$ cat src/rtl/alu_pkg.sv
// rtl/alu_pkg.sv - op codes and FSM encoding shared by alu_exec and ALU control decode (honours ALU_EXEC_BARREL_SHIFT_EN)
package alu_pkg;

  localparam logic [3:0] ALU_AND = 4'b0000;
  localparam logic [3:0] ALU_OR  = 4'b0001;
  localparam logic [3:0] ALU_ADD = 4'b0010;
  localparam logic [3:0] ALU_SLL = 4'b0011;
  localparam logic [3:0] ALU_SRL = 4'b0100;
  localparam logic [3:0] ALU_SRA = 4'b0101;
  localparam logic [3:0] ALU_SUB = 4'b0110;
  localparam logic [3:0] ALU_SLT = 4'b0111;

  // SHIFT only exists when shifts are done serially.
  typedef enum logic [1:0] {
    ST_IDLE  = 2'd0,
`ifndef ALU_EXEC_BARREL_SHIFT_EN
    ST_SHIFT = 2'd1,
`endif
    ST_HOLD  = 2'd2
  } alu_state_e;

  function automatic logic is_shift(input logic [3:0] op);
    return (op == ALU_SLL) || (op == ALU_SRL) || (op == ALU_SRA);
  endfunction

endpackage

$ cat src/rtl/alu_exec_shifter.sv
// rtl/alu_exec_shifter.sv - serial one-bit-per-cycle shifter, or barrel shifter with ALU_EXEC_BARREL_SHIFT_EN
module alu_exec_shifter
  import alu_pkg::*;
#(
  parameter int XLEN    = 32,
  parameter int SHAMT_W = $clog2(XLEN)
) (
`ifndef ALU_EXEC_BARREL_SHIFT_EN
  input  logic               clk,
  input  logic               rst_n,
  input  logic               load,
  input  logic               step,
  output logic               last,
`endif
  input  logic [3:0]         op,
  input  logic [XLEN-1:0]    operand,
  input  logic [SHAMT_W-1:0] amount,
  output logic [XLEN-1:0]    value
);

`ifdef ALU_EXEC_BARREL_SHIFT_EN

  // Full shift in one cycle straight from the request operands.
  always_comb begin
    value = operand;
    case (op)
      ALU_SLL: value = operand << amount;
      ALU_SRL: value = operand >> amount;
      ALU_SRA: value = $signed(operand) >>> amount;
      default: value = operand;
    endcase
  end

`else

  logic [XLEN-1:0]    work;
  logic [SHAMT_W-1:0] count;
  logic [3:0]         op_q;

  // value is the work register advanced by one bit, so the top can
  // capture it directly on the final step.
  always_comb begin
    value = work;
    case (op_q)
      ALU_SLL: value = {work[XLEN-2:0], 1'b0};
      ALU_SRL: value = {1'b0, work[XLEN-1:1]};
      ALU_SRA: value = {work[XLEN-1], work[XLEN-1:1]};
      default: value = work;
    endcase
  end

  assign last = (count == SHAMT_W'(1));

  // Work register and remaining-bit counter; op is latched so the
  // request inputs are free to change once accepted.
  always_ff @(posedge clk or negedge rst_n) begin
    if (!rst_n) begin
      work  <= '0;
      count <= '0;
      op_q  <= ALU_AND;
    end else if (load) begin
      work  <= operand;
      count <= amount;
      op_q  <= op;
    end else if (step) begin
      work  <= value;
      count <= count - SHAMT_W'(1);
    end
  end

`endif

endmodule

$ cat src/rtl/alu_exec.sv
// rtl/alu_exec.sv - handshaked ALU execution unit; ALU_EXEC_BARREL_SHIFT_EN selects single-cycle shifts
module alu_exec
  import alu_pkg::*;
#(
  parameter int XLEN    = 32,
  parameter int SHAMT_W = $clog2(XLEN)
) (
  input  logic            clk,
  input  logic            rst_n,
  input  logic            in_valid,
  output logic            in_ready,
  input  logic [3:0]      alu_control,
  input  logic [XLEN-1:0] operand_a,
  input  logic [XLEN-1:0] operand_b,
  output logic            out_valid,
  input  logic            out_ready,
  output logic [XLEN-1:0] result,
  output logic            zero
);

  alu_state_e state, state_next;

  logic               accept;
  logic               capture;
  logic               drop;
  logic [SHAMT_W-1:0] shamt;
  logic [XLEN-1:0]    shift_value;
  logic [XLEN-1:0]    single_value;

  assign shamt    = operand_b[SHAMT_W-1:0];
  assign in_ready = (state == ST_IDLE) || ((state == ST_HOLD) && out_ready);
  assign accept   = in_valid && in_ready;

`ifdef ALU_EXEC_BARREL_SHIFT_EN

  alu_exec_shifter #(.XLEN(XLEN), .SHAMT_W(SHAMT_W)) u_shifter (
    .op      (alu_control),
    .operand (operand_a),
    .amount  (shamt),
    .value   (shift_value)
  );

`else

  logic start_shift;
  logic shift_load;
  logic shift_step;
  logic shift_last;
  logic finish;

  // A zero-amount shift is just a copy, so it takes the one-cycle path.
  assign start_shift = is_shift(alu_control) && (shamt != '0);

  alu_exec_shifter #(.XLEN(XLEN), .SHAMT_W(SHAMT_W)) u_shifter (
    .clk     (clk),
    .rst_n   (rst_n),
    .load    (shift_load),
    .step    (shift_step),
    .last    (shift_last),
    .op      (alu_control),
    .operand (operand_a),
    .amount  (shamt),
    .value   (shift_value)
  );

`endif

  // One-cycle result for everything except multi-cycle serial shifts.
  always_comb begin
    single_value = '0;
    case (alu_control)
      ALU_AND: single_value = operand_a & operand_b;
      ALU_OR:  single_value = operand_a | operand_b;
      ALU_ADD: single_value = operand_a + operand_b;
      ALU_SUB: single_value = operand_a - operand_b;
      ALU_SLT: single_value = {{(XLEN-1){1'b0}}, ($signed(operand_a) < $signed(operand_b))};
`ifdef ALU_EXEC_BARREL_SHIFT_EN
      ALU_SLL, ALU_SRL, ALU_SRA: single_value = shift_value;
`else
      ALU_SLL, ALU_SRL, ALU_SRA: single_value = operand_a;
`endif
      default: single_value = '0;
    endcase
  end

  // Next state and datapath strobes; HOLD with out_ready behaves like IDLE
  // so a waiting request is taken in the same cycle the result leaves.
  always_comb begin
    state_next = state;
    capture    = 1'b0;
    drop       = 1'b0;
`ifndef ALU_EXEC_BARREL_SHIFT_EN
    shift_load = 1'b0;
    shift_step = 1'b0;
    finish     = 1'b0;
`endif
    case (state)
      ST_IDLE, ST_HOLD: begin
        if (accept) begin
`ifndef ALU_EXEC_BARREL_SHIFT_EN
          if (start_shift) begin
            shift_load = 1'b1;
            drop       = 1'b1;
            state_next = ST_SHIFT;
          end else
`endif
          begin
            capture    = 1'b1;
            state_next = ST_HOLD;
          end
        end else if ((state == ST_HOLD) && out_ready) begin
          drop       = 1'b1;
          state_next = ST_IDLE;
        end
      end
`ifndef ALU_EXEC_BARREL_SHIFT_EN
      ST_SHIFT: begin
        shift_step = 1'b1;
        if (shift_last) begin
          finish     = 1'b1;
          state_next = ST_HOLD;
        end
      end
`endif
      default: state_next = ST_IDLE;
    endcase
  end

  // State register.
  always_ff @(posedge clk or negedge rst_n) begin
    if (!rst_n) state <= ST_IDLE;
    else        state <= state_next;
  end

  // Output register: result and zero only change when a new result lands.
  always_ff @(posedge clk or negedge rst_n) begin
    if (!rst_n) begin
      result    <= '0;
      zero      <= 1'b1;
      out_valid <= 1'b0;
    end else if (capture) begin
      result    <= single_value;
      zero      <= (single_value == '0);
      out_valid <= 1'b1;
`ifndef ALU_EXEC_BARREL_SHIFT_EN
    end else if (finish) begin
      result    <= shift_value;
      zero      <= (shift_value == '0);
      out_valid <= 1'b1;
`endif
    end else if (drop) begin
      out_valid <= 1'b0;
    end
  end

endmodule

$ cat config.mk
export PLATFORM = sky130hd
export DESIGN_NAME = alu_exec
export DESIGN_NICKNAME = d
export VERILOG_FILES = /design/src/rtl/alu_pkg.sv /design/src/rtl/alu_exec_shifter.sv /design/src/rtl/alu_exec.sv
export SDC_FILE = /design/constraint.sdc
export NUM_CORES = 1
export LEC_CHECK = 0
export CAP_MARGIN = 10
export CORE_AREA = 2 2 158 160
export CTS_CLUSTER_SIZE = 10
export DETAILED_ROUTE_END_ITERATION = 6
export DIE_AREA = 0 0 160 162
export GPL_TIMING_DRIVEN = 0
export SLEW_MARGIN = 0
export SYNTH_ARGS = -nofsm -noshare
export SYNTH_HDL_FRONTEND = slang
export SYNTH_SLANG_ARGS = --single-unit
$ cat constraint.sdc
create_clock -name clk -period 2.5 [get_ports clk]
set_clock_uncertainty 0.15 [all_clocks]
set_input_delay 0.5 -clock clk [delete_from_list [all_inputs] [get_ports clk]]
set_output_delay 0.5 -clock clk [all_outputs]
set_load 0.02 [all_outputs]
Yosys cells after proc, flatten, opt, wreduce, memory -nomap -nowiden
Index checks and enable logic that the tools add are counted.
- register bits: 77
- word-level logic and storage cells: 75
- add/subtract/negate cells: 3
- magnitude comparators: 1
- equality and inequality tests: 15
- mux-type cells: 30
- bitwise logic cells: 2
- reduce and logical (&&, ||, !) cells: 17
- operator list (kind ; number):
    case mux 32 bit (6 select lines) ; 1
    2-to-1 mux 32 bit ; 4
    case mux 32 bit (3 select lines) ; 1
    logical NOT 32 bit ; 2
    adder 32 bit ; 1
    bitwise AND 32 bit ; 1
    < comparator 32 bit ; 1
    OR 32 bit ; 1
    subtractor 32 bit ; 1
    == test 4 x 3 -> 1 bit, second input constant ; 6
    2-to-1 mux 1 bit ; 17
    == test 4 x 2 -> 1 bit, second input constant ; 3
    2-to-1 mux 5 bit ; 2
    2-to-1 mux 2 bit ; 4
    == test 5 x 1 -> 1 bit, second input constant ; 1
    nonzero test 5 bit ; 1
    subtractor 5 x 1 -> 5 bit, second input constant ; 1
    == test 4 x 1 -> 1 bit, second input constant ; 1
    logical NOT 4 bit ; 1
    case mux 2 bit (2 select lines) ; 1
    nonzero test 2 bit ; 2
    logical AND 1 bit ; 3
    logical OR 1 bit ; 3
    != test 3 bit, second input constant ; 1
    8 further kinds ; 8

Depth between registers and ports, before layout
- depth after elaboration: 10
- gate-level depth with buffers: 15

Cells and area by module
From an unflattened synthesis, not the netlist that was laid out.
- cell total of the unflattened synthesis: 1270
- area, all modules: 9763.1 um2
- by module, submodules not included (module ; times used ; cells an instance ; area an instance (um2) ; seq. area each (um2)):
    alu_exec ; 1 ; 998 ; 7330.8 ; 902.1
    alu_exec_shifter ; 1 ; 272 ; 2432.3 ; 1026.0

Least setup slack after synthesis
Ideal clock, no wire load.
- path kind: input to register
- start: input port operand_a[1]
- end: register zero
- setup time: 0.061 ns
- arrival: 3.401 ns
- path slack: -1.112 ns
- stages on the path: 14
- path buffers: 0
- cell sequence: inv_1 > ha_1 > o21ba_1 > or4_4 > a21oi_4 > o21ai_2 > a221oi_2 > nor2_1 > a2111oi_2 > nor2_1 > or4b_1 > nor4_1 > and3_1 > a31o_1
- word-level cells in the longest chain between the ends: 4
- elaborated cells on any way between the ends: 8
- ends and longest elaborated chain (element ; RTL line ; source):
    start: declaration ; alu_exec.sv:13 ; input logic [XLEN-1:0] operand_a,
    subtractor 32 bit, or another cell as far along ; alu_exec.sv:75 ; ALU_SUB: single_value = operand_a - operand_b;
    case mux 32 bit (6 select lines) (*) ; alu_exec.sv:71 ; case (alu_control)
    logical NOT 32 bit (*) ; alu_exec.sv:143 ; zero <= (single_value == '0);
    2-to-1 mux 1 bit (*) ; alu_exec.sv:141 ; end else if (capture) begin
    end signal: assignment ; alu_exec.sv:143 ;
    end signal: assignment ; alu_exec.sv:148 ; zero <= (shift_value == '0);
    end: declaration ; alu_exec.sv:18 ; output logic zero
Every way passes the cells marked *; elsewhere a longest branch is shown, timed or not.
A chain may end at the register's enable or synchronous reset.

Final worst setup path
Ends and elaborated chain as after synthesis.

==> impl_results.md <==
- Final instance area: between 0.01 and 0.015 mm2
- Slowest cell on crit path: or4b_1
- Dpl cell area: between 0.01 and 0.015 mm2
- Prevailing post-synth register cell: dfrtp_1
- Max Clk Rate: 0.273 GHz
- Num CTS Buffers: 9
- Vias in the first global route: between 10k and 15k
- Cell count of the worst reg-to-reg path: 11
- First-pass GRT wire length: approximately 66 mm
- Hold Crit Class: in2reg
- Arr. time, crit path: between 3 and 4 ns
- Final hold violations: 0
- Slew headroom: 0.416
- Worst setup margin: -1.16 ns
- Post-Syn Area per Cell: ~7.4 um2
- Crit-path max cell delay: approximately 0.53 ns
- RSZ-0062 raised after global routing: yes
- Top-count cell post-synth: nand2_1
- Yosys reg bits: 77
- Worst setup SP type: input pin
- First drt pass iteration count: 6
- Sink Count: 77
- Worst-skew pair later-pin latency: between 0.3 and 0.4 ns
- Ys async rst share: 1.00
- Max cap viols: 0
- Synth warn: 0
- Residual DRC: 0
- Final worst path period share: 1.46
- Vias: about 11k
- Min Tclk post-route: 3.66 ns
- LEAKAGE: ~0.006 uW
- Die area: 0.0259 mm2
- WHS Path Cells: 2
- Worst slew pin tran: a little under 0.9 ns
- Cell count after synthesis: between 1k and 1.5k
- Critical path depth: 17
- Tot GR Track Use: 0.328
- Initial antenna violation count: 0
- Clk buf depth: 2
- Routed Antenna Nets: 0
- Share of layout cells above drive strength 1: 0.338
- Hold Slack: between 0.2 and 0.3 ns
- Root buffer cell: clkbuf_16
- Largest cells by area after synthesis: dfrtp_1, ha_1, a21oi_1, nand2_1, nor2_1
- Setup violations, final: 25
- Sequential-to-total area share from yosys stat: 0.202
- Die Wd: about 160 um
- Largest net degree at the start of global routing: 45
- Syn Nets: approximately 1.5k
- CP Capture Type: flop
- Die H: 162 um
- Crit path top cell by count: a31oi_4
- Area growth syn-to-layout: 48.2%
- Slew Limit Fails: 0
- Failing checks: setup timing
- Worst-path fanout max: 4
- Critical path required time: 2.64 ns
- CP top delay family: compound AO/OA/AOI/OAI gates
- Most frequent cells after synthesis: nand2_1, nor2_1, ha_1
- Synth Cell Area: 0.00957 mm2
- Power, Total: 8630 uW
- Placer Congestion: ~1
- TritonCTS clock tree: built
- Via density: approximately 6.3
- Dominant cell type by area after synthesis: dfrtp_1
- Initial DRC Count: 1265
- HPWL after DPL: between 30 and 40 mm
- GR Overflow Total: 0
- WP buf/inv: 4
- H-tree depth: 3
- Power Dens Cells: 609 mW/mm2
- Outcome: finished with violations
- Wirelength per Cell: roughly 24 um
- Worst path cell trace: buf_8 > clkinvlp_4 > buf_4 > fa_2 > nand2b_4 > a21oi_4 > o2111ai_4 > buf_6 > a31oi_4 > a31oi_4 > a21o_1 > a21oi_2 > nor2_1 > or4b_1 > nor4_2 > and3_1 > a31o_1
- Post-synth EDFFs: 0
- Overall routed net length: between 40 and 50 mm
- Fin util: 0.588
- Peak supply drop: roughly 0.43 mV
- Synth cell types: 92
- Num ports: between 100 and 150
- IO Port Bufs: around 100
- Critical setup path kind: in2reg
- Antenna diode count: 0
- Top-area cell type share of the netlist area: 0.199
- NumNets Final: ~1.7k
- Clk slew on worst S/H paths: roughly 0.060 ns
- Initial Utilization: 0.397
- FP Rows: 57
- Core area: approximately 0.024 mm2
==> report_power, final <==
part | total (uW) | switching (uW) | internal [uW]
clock network | 1210 | 513 | 698
registers | 2240 | 497 | 1740
logic | 5170 | 3030 | 2150
total | 8630 | 4040 | 4590
==> cell families after synthesis <==
logic type / share of synthesized area
flip-flops: 0.202
AO/OA/AOI/OAI: 0.336
buffers and inverters: 0.0783
AND/OR/NAND/NOR: 0.211
multiplexers: 0.0110
adder cells (fa/ha/maj): 0.148
XOR/XNOR: 0.0146
==> metal layers <==
layer  track usage  wire (um)
met1         0.440      17900
met2         0.520      19700
met3        0.0654       4300
met4         0.128       1630
met5             0          0
==> timing repair <==
action / in CTS / in global routing
endpoints found under the hold margin: 32 / 0
buffers inserted: 85 / 22
resized for setup: 534 / 126
pin swaps: 108 / 62
setup endpoints to repair: 78 / 46
hold buffers: 1 / 0
gates cloned: 1 / 1
==> per-stage QoR <==
step	cells	setup slack, ns	TNS, ns
after CTS	1814	-1.13	-11.37
after global routing	1835	-1.26	-15.18
after floorplan	1289	-0.992	-6.01
after global placement	1716	-2.62	-287.65
final	1835	-1.16	-13.00
after detailed placement	1717	-2.63	-128.27
==> cell type report <==
type / count / area [um2]
fillers: 2238 / 9930
multi-input cells: 1029 / 8690
flip-flops and latches: 77 / 1930
repair buffers: 212 / 1920
plain buffers: 78 / 569
well taps: 324 / 405
inverters: 99 / 403
clock buffers: 14 / 254
clock inverters: 2 / 10.0
==> sequential cells by signal (all words and copies together), names as in the netlist <==
name,cells
u_shifter.op_q,4
zero,1
result,32
state,2
out_valid,1
u_shifter.count,5
u_shifter.work,32
==> cells in the final DEF (no fill, tap or decap), types with 14 or more instances in the layout <==
cell type,instances
o21ai_2,14
nor4_1,14
nand3_1,16
o21ai_0,55
ha_4,30
o21ai_1,22
nor2_1,113
clkbuf_1,17
nand2_1,118
ha_1,78
buf_6,35
nor2b_1,15
a22oi_1,35
a22o_1,22
inv_2,35
inv_1,52
a221oi_1,25
a21oi_1,71
clkdlybuf4s50_1,50
buf_4,101
dfrtp_1,76
o211ai_1,24
a21o_1,15
buf_2,18
clkbuf_2,23
nand4_1,16
a21oi_2,23
nand2b_1,14
a21oi_4,14
==> final timing paths <==
path	startpoint	end	slack (ns)
setup / recovery	operand_a[1]	zero	-1.16
hold / removal	operand_b[3]	u_shifter.count[3]	0.28
setup reg to reg	state[1]	zero	-0.62
hold reg to reg	result[19]	result[19]	0.34
max in group asynchronous	rst_n	u_shifter.work[24]	1.10
min in group asynchronous	rst_n	u_shifter.count[1]	0.51
==> worst register-to-register path: cells and delay by family (launching register included) <==
kind / cells / cell delay [ns]
simple gates: 9 / 1.82
flops: 1 / 0.40
compound gates: 2 / 0.68
Note: power is estimated with default switching activity, not from simulation.
